## src/rtl/mem_arbiter.sv

```systemverilog
// Single-port SRAM arbiter for the five-stage pipeline: sequences MEM-stage loads/stores
// ahead of instruction fetches and freezes the pipeline until the cycle's accesses finish.
module mem_arbiter #(
  parameter int WAIT_CYCLES = 1
) (
  input  logic        CLK,
  input  logic        RST,
  input  logic        if_req_i,
  input  logic [15:0] if_addr_i,
  output logic [15:0] if_data_o,
  output logic        if_ready_o,
  input  logic        memread_i,
  input  logic        memwrite_i,
  input  logic [15:0] mem_addr_i,
  input  logic [15:0] memdata_i,
  output logic [15:0] mem_rdata_o,
  output logic        mem_ready_o,
  output logic        stall_o,
  output logic [15:0] ram_addr_o,
  output logic [15:0] ram_wdata_o,
  input  logic [15:0] ram_rdata_i,
  output logic        ram_ce_n_o,
  output logic        ram_oe_n_o,
  output logic        ram_we_n_o,
  output logic        ram_dout_en_o
);

  localparam logic [3:0] WAIT_CNT = 4'(WAIT_CYCLES);

  typedef enum logic [2:0] {
    IDLE,
    DRD,
    WSU,
    WPL,
    WHD,
    IRD
  } state_t;

  state_t     state;
  logic [3:0] cnt;
  logic       last;
  logic       req_any;
  logic [3:0] ctrl;

  // SRAM strobes {ce_n, oe_n, we_n, dout_en} for each state; the bus is driven
  // through WSU..WHD so we_n can never fall while dout_en is low.
  function automatic logic [3:0] ctrl_of(input state_t s);
    case (s)
      DRD, IRD: ctrl_of = 4'b0010;
      WSU, WHD: ctrl_of = 4'b0111;
      WPL:      ctrl_of = 4'b0101;
      default:  ctrl_of = 4'b1110;
    endcase
  endfunction

  assign last    = (cnt == WAIT_CNT);
  assign req_any = memread_i | memwrite_i | if_req_i;
  assign ctrl    = ctrl_of(state);

  assign ram_ce_n_o    = ctrl[3];
  assign ram_oe_n_o    = ctrl[2];
  assign ram_we_n_o    = ctrl[1];
  assign ram_dout_en_o = ctrl[0];

  // Stall drops only on the final cycle of the instruction's last access, so the
  // pipeline advances on the same edge the arbiter returns to IDLE.
  always_comb begin
    stall_o = 1'b1;
    if (RST || state == IDLE) begin
      stall_o = req_any;
    end else begin
      case (state)
        DRD:     stall_o = !(last && !if_req_i);
        WHD:     stall_o = if_req_i;
        IRD:     stall_o = !last;
        default: stall_o = 1'b1;
      endcase
    end
  end

  always_ff @(posedge CLK) begin
    if (RST) begin
      state       <= IDLE;
      cnt         <= 4'd0;
      if_data_o   <= 16'd0;
      mem_rdata_o <= 16'd0;
      ram_addr_o  <= 16'd0;
      ram_wdata_o <= 16'd0;
      if_ready_o  <= 1'b0;
      mem_ready_o <= 1'b0;
    end else begin
      if_ready_o  <= 1'b0;
      mem_ready_o <= 1'b0;
      case (state)
        IDLE: begin
          cnt <= 4'd0;
          if (memwrite_i) begin
            state       <= WSU;
            ram_addr_o  <= mem_addr_i;
            ram_wdata_o <= memdata_i;
          end else if (memread_i) begin
            state      <= DRD;
            ram_addr_o <= mem_addr_i;
          end else if (if_req_i) begin
            state      <= IRD;
            ram_addr_o <= if_addr_i;
          end
        end
        DRD: begin
          if (last) begin
            mem_rdata_o <= ram_rdata_i;
            mem_ready_o <= 1'b1;
            cnt         <= 4'd0;
            if (if_req_i) begin
              state      <= IRD;
              ram_addr_o <= if_addr_i;
            end else begin
              state <= IDLE;
            end
          end else begin
            cnt <= cnt + 4'd1;
          end
        end
        WSU: begin
          state <= WPL;
          cnt   <= 4'd0;
        end
        WPL: begin
          // The store completes as it enters the hold cycle, so its ready pulse lines up with WHD.
          if (last) begin
            state       <= WHD;
            mem_ready_o <= 1'b1;
          end else begin
            cnt <= cnt + 4'd1;
          end
        end
        WHD: begin
          cnt <= 4'd0;
          if (if_req_i) begin
            state      <= IRD;
            ram_addr_o <= if_addr_i;
          end else begin
            state <= IDLE;
          end
        end
        IRD: begin
          if (last) begin
            if_data_o  <= ram_rdata_i;
            if_ready_o <= 1'b1;
            cnt        <= 4'd0;
            state      <= IDLE;
          end else begin
            cnt <= cnt + 4'd1;
          end
        end
        default: begin
          state <= IDLE;
          cnt   <= 4'd0;
        end
      endcase
    end
  end

endmodule
```

## config.mk

```make
export PLATFORM = sky130hd
export DESIGN_NAME = mem_arbiter
export DESIGN_NICKNAME = d
export VERILOG_FILES = /design/src/rtl/mem_arbiter.sv
export SDC_FILE = /design/constraint.sdc
export NUM_CORES = 1
export LEC_CHECK = 0
export BUFFER_PORTS_ARGS = -buffer_cell sky130_fd_sc_hd__buf_4
export CAP_MARGIN = 10
export CORE_ASPECT_RATIO = 1.25
export CORE_MARGIN = 5
export CORE_UTILIZATION = 46
export CTS_CLUSTER_DIAMETER = 100
export DETAILED_ROUTE_END_ITERATION = 10
export PLACE_DENSITY = 0.76
export SETUP_SLACK_MARGIN = 0.1
export SYNTH_ARGS = -nofsm -noshare
export SYNTH_HDL_FRONTEND = slang
export SYNTH_SLANG_ARGS = --single-unit
export TNS_END_PERCENT = 50
```

## constraint.sdc

```tcl
create_clock -name CLK -period 2.26 [get_ports CLK]
set_input_delay 0 -clock CLK [delete_from_list [all_inputs] [get_ports CLK]]
set_output_delay 0 -clock CLK [all_outputs]
set_load 0.01 [all_outputs]
```

Word-level counts from Yosys, hierarchy flattened
Cells that the tools add are included.

storage, ports and cells
  output and inout bits = 71
  bits of input ports = 69
  logic and storage cells = 61
  register bits = 73

operators by class
  add/subtract/negate cells = 1
  bitwise operators = 4
  equal/unequal tests = 11
  muxes and demuxes = 20
  reductions and logical operators = 17

operators with widths
  cell                   count
  $mux W16               4
  $pmux W16 S3           1
  $mux W3                7
  $pmux W3 S6            1
  $pmux W4 S3            1
  $reduce_or A2 Y1       5
  $mux W4                2
  $ne A2 B2 Y1 const B   4
  $pmux W4 S2            1
  $reduce_and A2 Y1      4
  $eq A3 B2 Y1 const B   2
  $eq A3 B3 Y1 const B   2
  $add A4 B1 Y4 const B  1
  $eq A4 B1 Y1 const B   1
  $ne A4 B4 Y1 const B   1
  $reduce_and A4 Y1      1
  $eq A3 B1 Y1 const B   1
  $logic_not A1 Y1       3
  $logic_not A3 Y1       1
  $pmux W1 S3            1
  $reduce_bool A3 Y1     1
  $mux W1                2
  $not A1 Y1             2
  $or A1 B1 Y1           2
  other kinds (2)        2

Longest topological paths before layout
  depth after elaboration = 5
  mapped depth = 8
  depth with buffers taken out = 6

Worst setup path before layout
No wires, ideal clock.

  path type = register to register
  from = register cnt[1]
  to = register ram_addr_o[10]
  library setup time = 86 ps
  arrival = 1667 ps
  clock period less this slack = 1754 ps
  slack = 506 ps
  required time = 2174 ps
  cell stages (with the launch flop) = 9
  path buffers = 2
  path through = dfxtp_1 inv_1 ha_1 nor3b_2 a31o_1 and3b_1 clkbuf_1 buf_6 a221oi_2

between the ends
  word-level cells in the longest chain between the ends = 3

RTL lines
  element                             line  text
  from (decl)                         40    logic [3:0] cnt;
  from (signal assigned)              121   cnt <= cnt + 4'd1;
  from (signal assigned)              134   cnt <= cnt + 4'd1;
  from (signal assigned)              153   cnt <= cnt + 4'd1;
  $eq A4 B1 Y1                        56    assign last = (cnt == WAIT_CNT);
  $ne A2 B2 Y1 (no source line)       -
  $reduce_and A2 Y1 (no source line)  -
  to (signal assigned)                99    ram_addr_o <= mem_addr_i;
  to (signal assigned)                103   ram_addr_o <= mem_addr_i;
  to (signal assigned)                106   ram_addr_o <= if_addr_i;
  to (decl)                           19    output logic [15:0] ram_addr_o,

Every way passes these cells.
A chain may end at the register's enable or synchronous reset.

Worst setup path after layout
  from = register cnt[0]
  to = output port stall_o

between the ends
  word-level cells in the longest chain between the ends = 5
  elaborated cells between the ends (all ways) = 6
  those cells by class = eq/ne: 1; mux: 2; reduce/logical: 3

RTL lines
  element              line  text
  $eq A4 B1 Y1 *       56
  $logic_and A1 B1 Y1  73    DRD: stall_o = !(last && !if_req_i);
  $logic_not A1 Y1     73
  $pmux W1 S3 *        72    case (state)
  $mux W1 *            69    if (RST || state == IDLE) begin
  to (decl)            18    output logic stall_o,

Mark *: on every way between the ends. The rest lies on a longest branch, timed or not.

==> summary.md <==
| Metric | Value |
|---|---|
| Crit Path Category | `flop to primary output` |
| Post-synth top flop | `dfxtp_1` |
| Latest clock arrival within the worst-skew pair | `0.34 ns` |
| Wire length per cell | `14.3 um` |
| Vias in the first global route | `3,248` |
| Largest net degree at the start of global routing | `58` |
| Post-CTS setup buffer count | `0` |
| Synth Warn # | `0` |
| Drt pass-1 iters | `4` |
| Max VDD drop | `449 uV` |
| Arr. time, crit path | `2.04 ns` |
| RSZ-0062 raised after global routing | `yes` |
| Initial antenna violation count | `0` |
| Avg Cell Area, Syn | `8.07 um^2` |
| IO buf count | `139` |
| Synth Net Count | `441` |
| Final hold vios | `0` |
| Final Skew | `0.00761 ns` |
| Root Buffer Master | `clkbuf_8` |
| Hold_ws | `0.0184 ns` |
| Slew HR | `25.5%` |
| H-Tree Depth | `3` |
| CTS tree | `done` |
| Peak Freq | `0.489 GHz` |
| Fin. max-slew vios | `0` |
| Netlist cell types | `43` |
| Synthesis-stage register bit count | `73` |
| Die W | `82.1 um` |
| Fraction of layout cells with a size suffix above 1 | `31.6%` |
| CP Max Fanout | `7` |
| Area contributors post-synth | `dfxtp_1 (49%), nand2_1 (15%), a21oi_1 (8.9%)` |
| Synth Cell Area | `2990 um^2` |
| GRT Total Usage | `23.2%` |
| # diodes | `0` |
| Leakage power | `0.00215 uW` |
| Final RePlAce weighted congestion | `0.850` |
| Starting Density | `47.8%` |
| Reg clk slew, reported paths | `0.08 ns` |
| Total die area | `8210 um^2` |
| Routed WL | `9350 um` |
| Synth top area share | `49.0%` |
| Worst EP required | `2.26 ns` |
| Cell Rows | `32` |
| Post-synth EDFFs | `0` |
| GR Overflow Total | `0` |
| CORE AREA | `6250 um^2` |
| Post-route ant nets | `0` |
| Die H | `100 um` |
| DP HPWL | `5900 um` |
| Via/cell ratio | `4.98` |
| Placed insts | `577` |
| Tcrit/Tclk final | `90.4%` |
| Gate Count Post-Synth | `370` |
| Overall power | `3620 uW` |
| Minimum clock period | `2.04 ns` |
| Worst slew pin tran | `1.11 ns` |
| CTS buffer count | `9` |
| Setup TNS | `0 ns` |
| First-pass GRT wire length | `15,000 um` |
| Final Setup Violations | `0` |
| DRC errors left | `0` |
| # IOs | `140` |
| Synth async-reset ratio | `0%` |
| Area grow syn2layout | `65.1%` |
| HP Class | `input pin to flop` |
| Max Cap Viol | `0` |
| CTS Buffer Depth | `2` |
| TritonCTS sink count | `73` |
| Total number of vias | `3,261` |
| Status | `completed` |
| PwrDens | `735 nW/um^2` |
| CP startpoint kind | `flop` |
| Seq/Total Area, Yosys | `49.0%` |
| Fin nets | `636` |
| Fin cells | `655` |
| Dominant cell type by area after synthesis | `dfxtp_1` |
| CP Capture Type | `primary output` |
| Initial drt markers | `133` |
## final timing paths
check                         startpoint                          end  slack (ns)  cells after the start
max reg2reg          cnt[0]$_SDFFE_PP0P_   ram_addr_o[1]$_SDFFE_PP0P_        0.35                      6
min reg2reg  mem_rdata_o[3]$_SDFFE_PP0P_  mem_rdata_o[3]$_SDFFE_PP0P_        0.46                      2
min                       mem_addr_i[14]  ram_addr_o[14]$_SDFFE_PP0P_        0.02                      3
max                  cnt[0]$_SDFFE_PP0P_                      stall_o        0.22                      6
## per-stage QoR
stage,worst slack [ns],area [um^2],utilization [%]
2_1_floorplan,0.506,2990,-
3_3_place_gp,0.338,4080,65.4
3_5_place_dp,0.233,4080,65.4
4_1_cts,0.196,4920,78.8
5_1_grt,0.0791,4930,78.9
6_report,0.216,4930,78.9
## layout by cell type, fill, tap and decap left out, types with 3 or more instances in the layout
master         instances
a21oi_1               53
xnor2_1                3
buf_4                146
dfxtp_1               73
nand2_1              116
inv_1                 19
dlygate4sd3_1         62
nor3_1                 5
a221oi_1               5
o21ai_0                3
o22ai_1                3
a221oi_2              10
nor2_1                22
clkbuf_8              11
nand3_1                3
## state kept, by name, indices dropped and copies added (netlist names)
name         cells
cnt              4
if_data_o       16
if_ready_o       1
mem_rdata_o     16
mem_ready_o      1
ram_addr_o      16
ram_wdata_o     16
state            3
## worst max-delay path, cell delays in order (launching register included)
cell and delay [ns]:
dfxtp_1 0.40, ha_1 0.18, or3b_4 0.44, a21oi_1 0.20
a21oi_1 0.09, o31a_1 0.25, buf_4 0.14
## kinds of logic after synthesis
family                   after synthesis  synth area share, %
buffers and inverters                 45                 6.16
XOR/XNOR                               3                0.880
AND/OR/NAND/NOR                      158                 22.3
flip-flops                            73                 49.0
AO/OA/AOI/OAI                         88                 20.5
adder cells (fa/ha/maj)                2                0.838
multiplexers                           1                0.335
## timing repair
action                                 in CTS  in global routing
resized for setup                           1                  1
hold buffers                               62                  0
pin swaps                                   0                  0
endpoints found under the hold margin      63                  0
setup endpoints to repair                   1                 17
## cells in the mapped netlist (3+ instances only)
master,number
a21oi_1,53
a221oi_1,5
a221oi_2,10
buf_2,6
clkbuf_1,17
dfxtp_1,73
inv_1,19
nand2_1,116
nand3_1,3
nor2_1,22
nor3_1,5
o21ai_0,3
o22ai_1,3
xnor2_1,3
## report_power, final
group | leakage, uW | switching (uW) | internal, uW
clock network | 0.000102 | 490 | 576
registers | 0.000595 | 111 | 1430
logic | 0.00145 | 499 | 517
total | 0.00215 | 1100 | 2520
## final cells by class
cell class              instances  area [um^2]
repair buffers                208         1720
multi-input cells             252         1350
well taps                      85          106
inverters                      21         78.8
fillers                       435         1320
flip-flops and latches         73         1460
clock buffers                  11          151
clock inverters                 5         62.6
## routing by layer
layer / GRT usage (%) / vias up / share of wire [%]
met5: 0 / - / 0
met4: 9.72 / 0 / 3.2
met3: 7.09 / 29 / 7.4
met2: 41.0 / 123 / 51
met1: 25.1 / 1493 / 38
li1: - / 1616 / -
No activity file was read; power rests on OpenSTA's default activity.
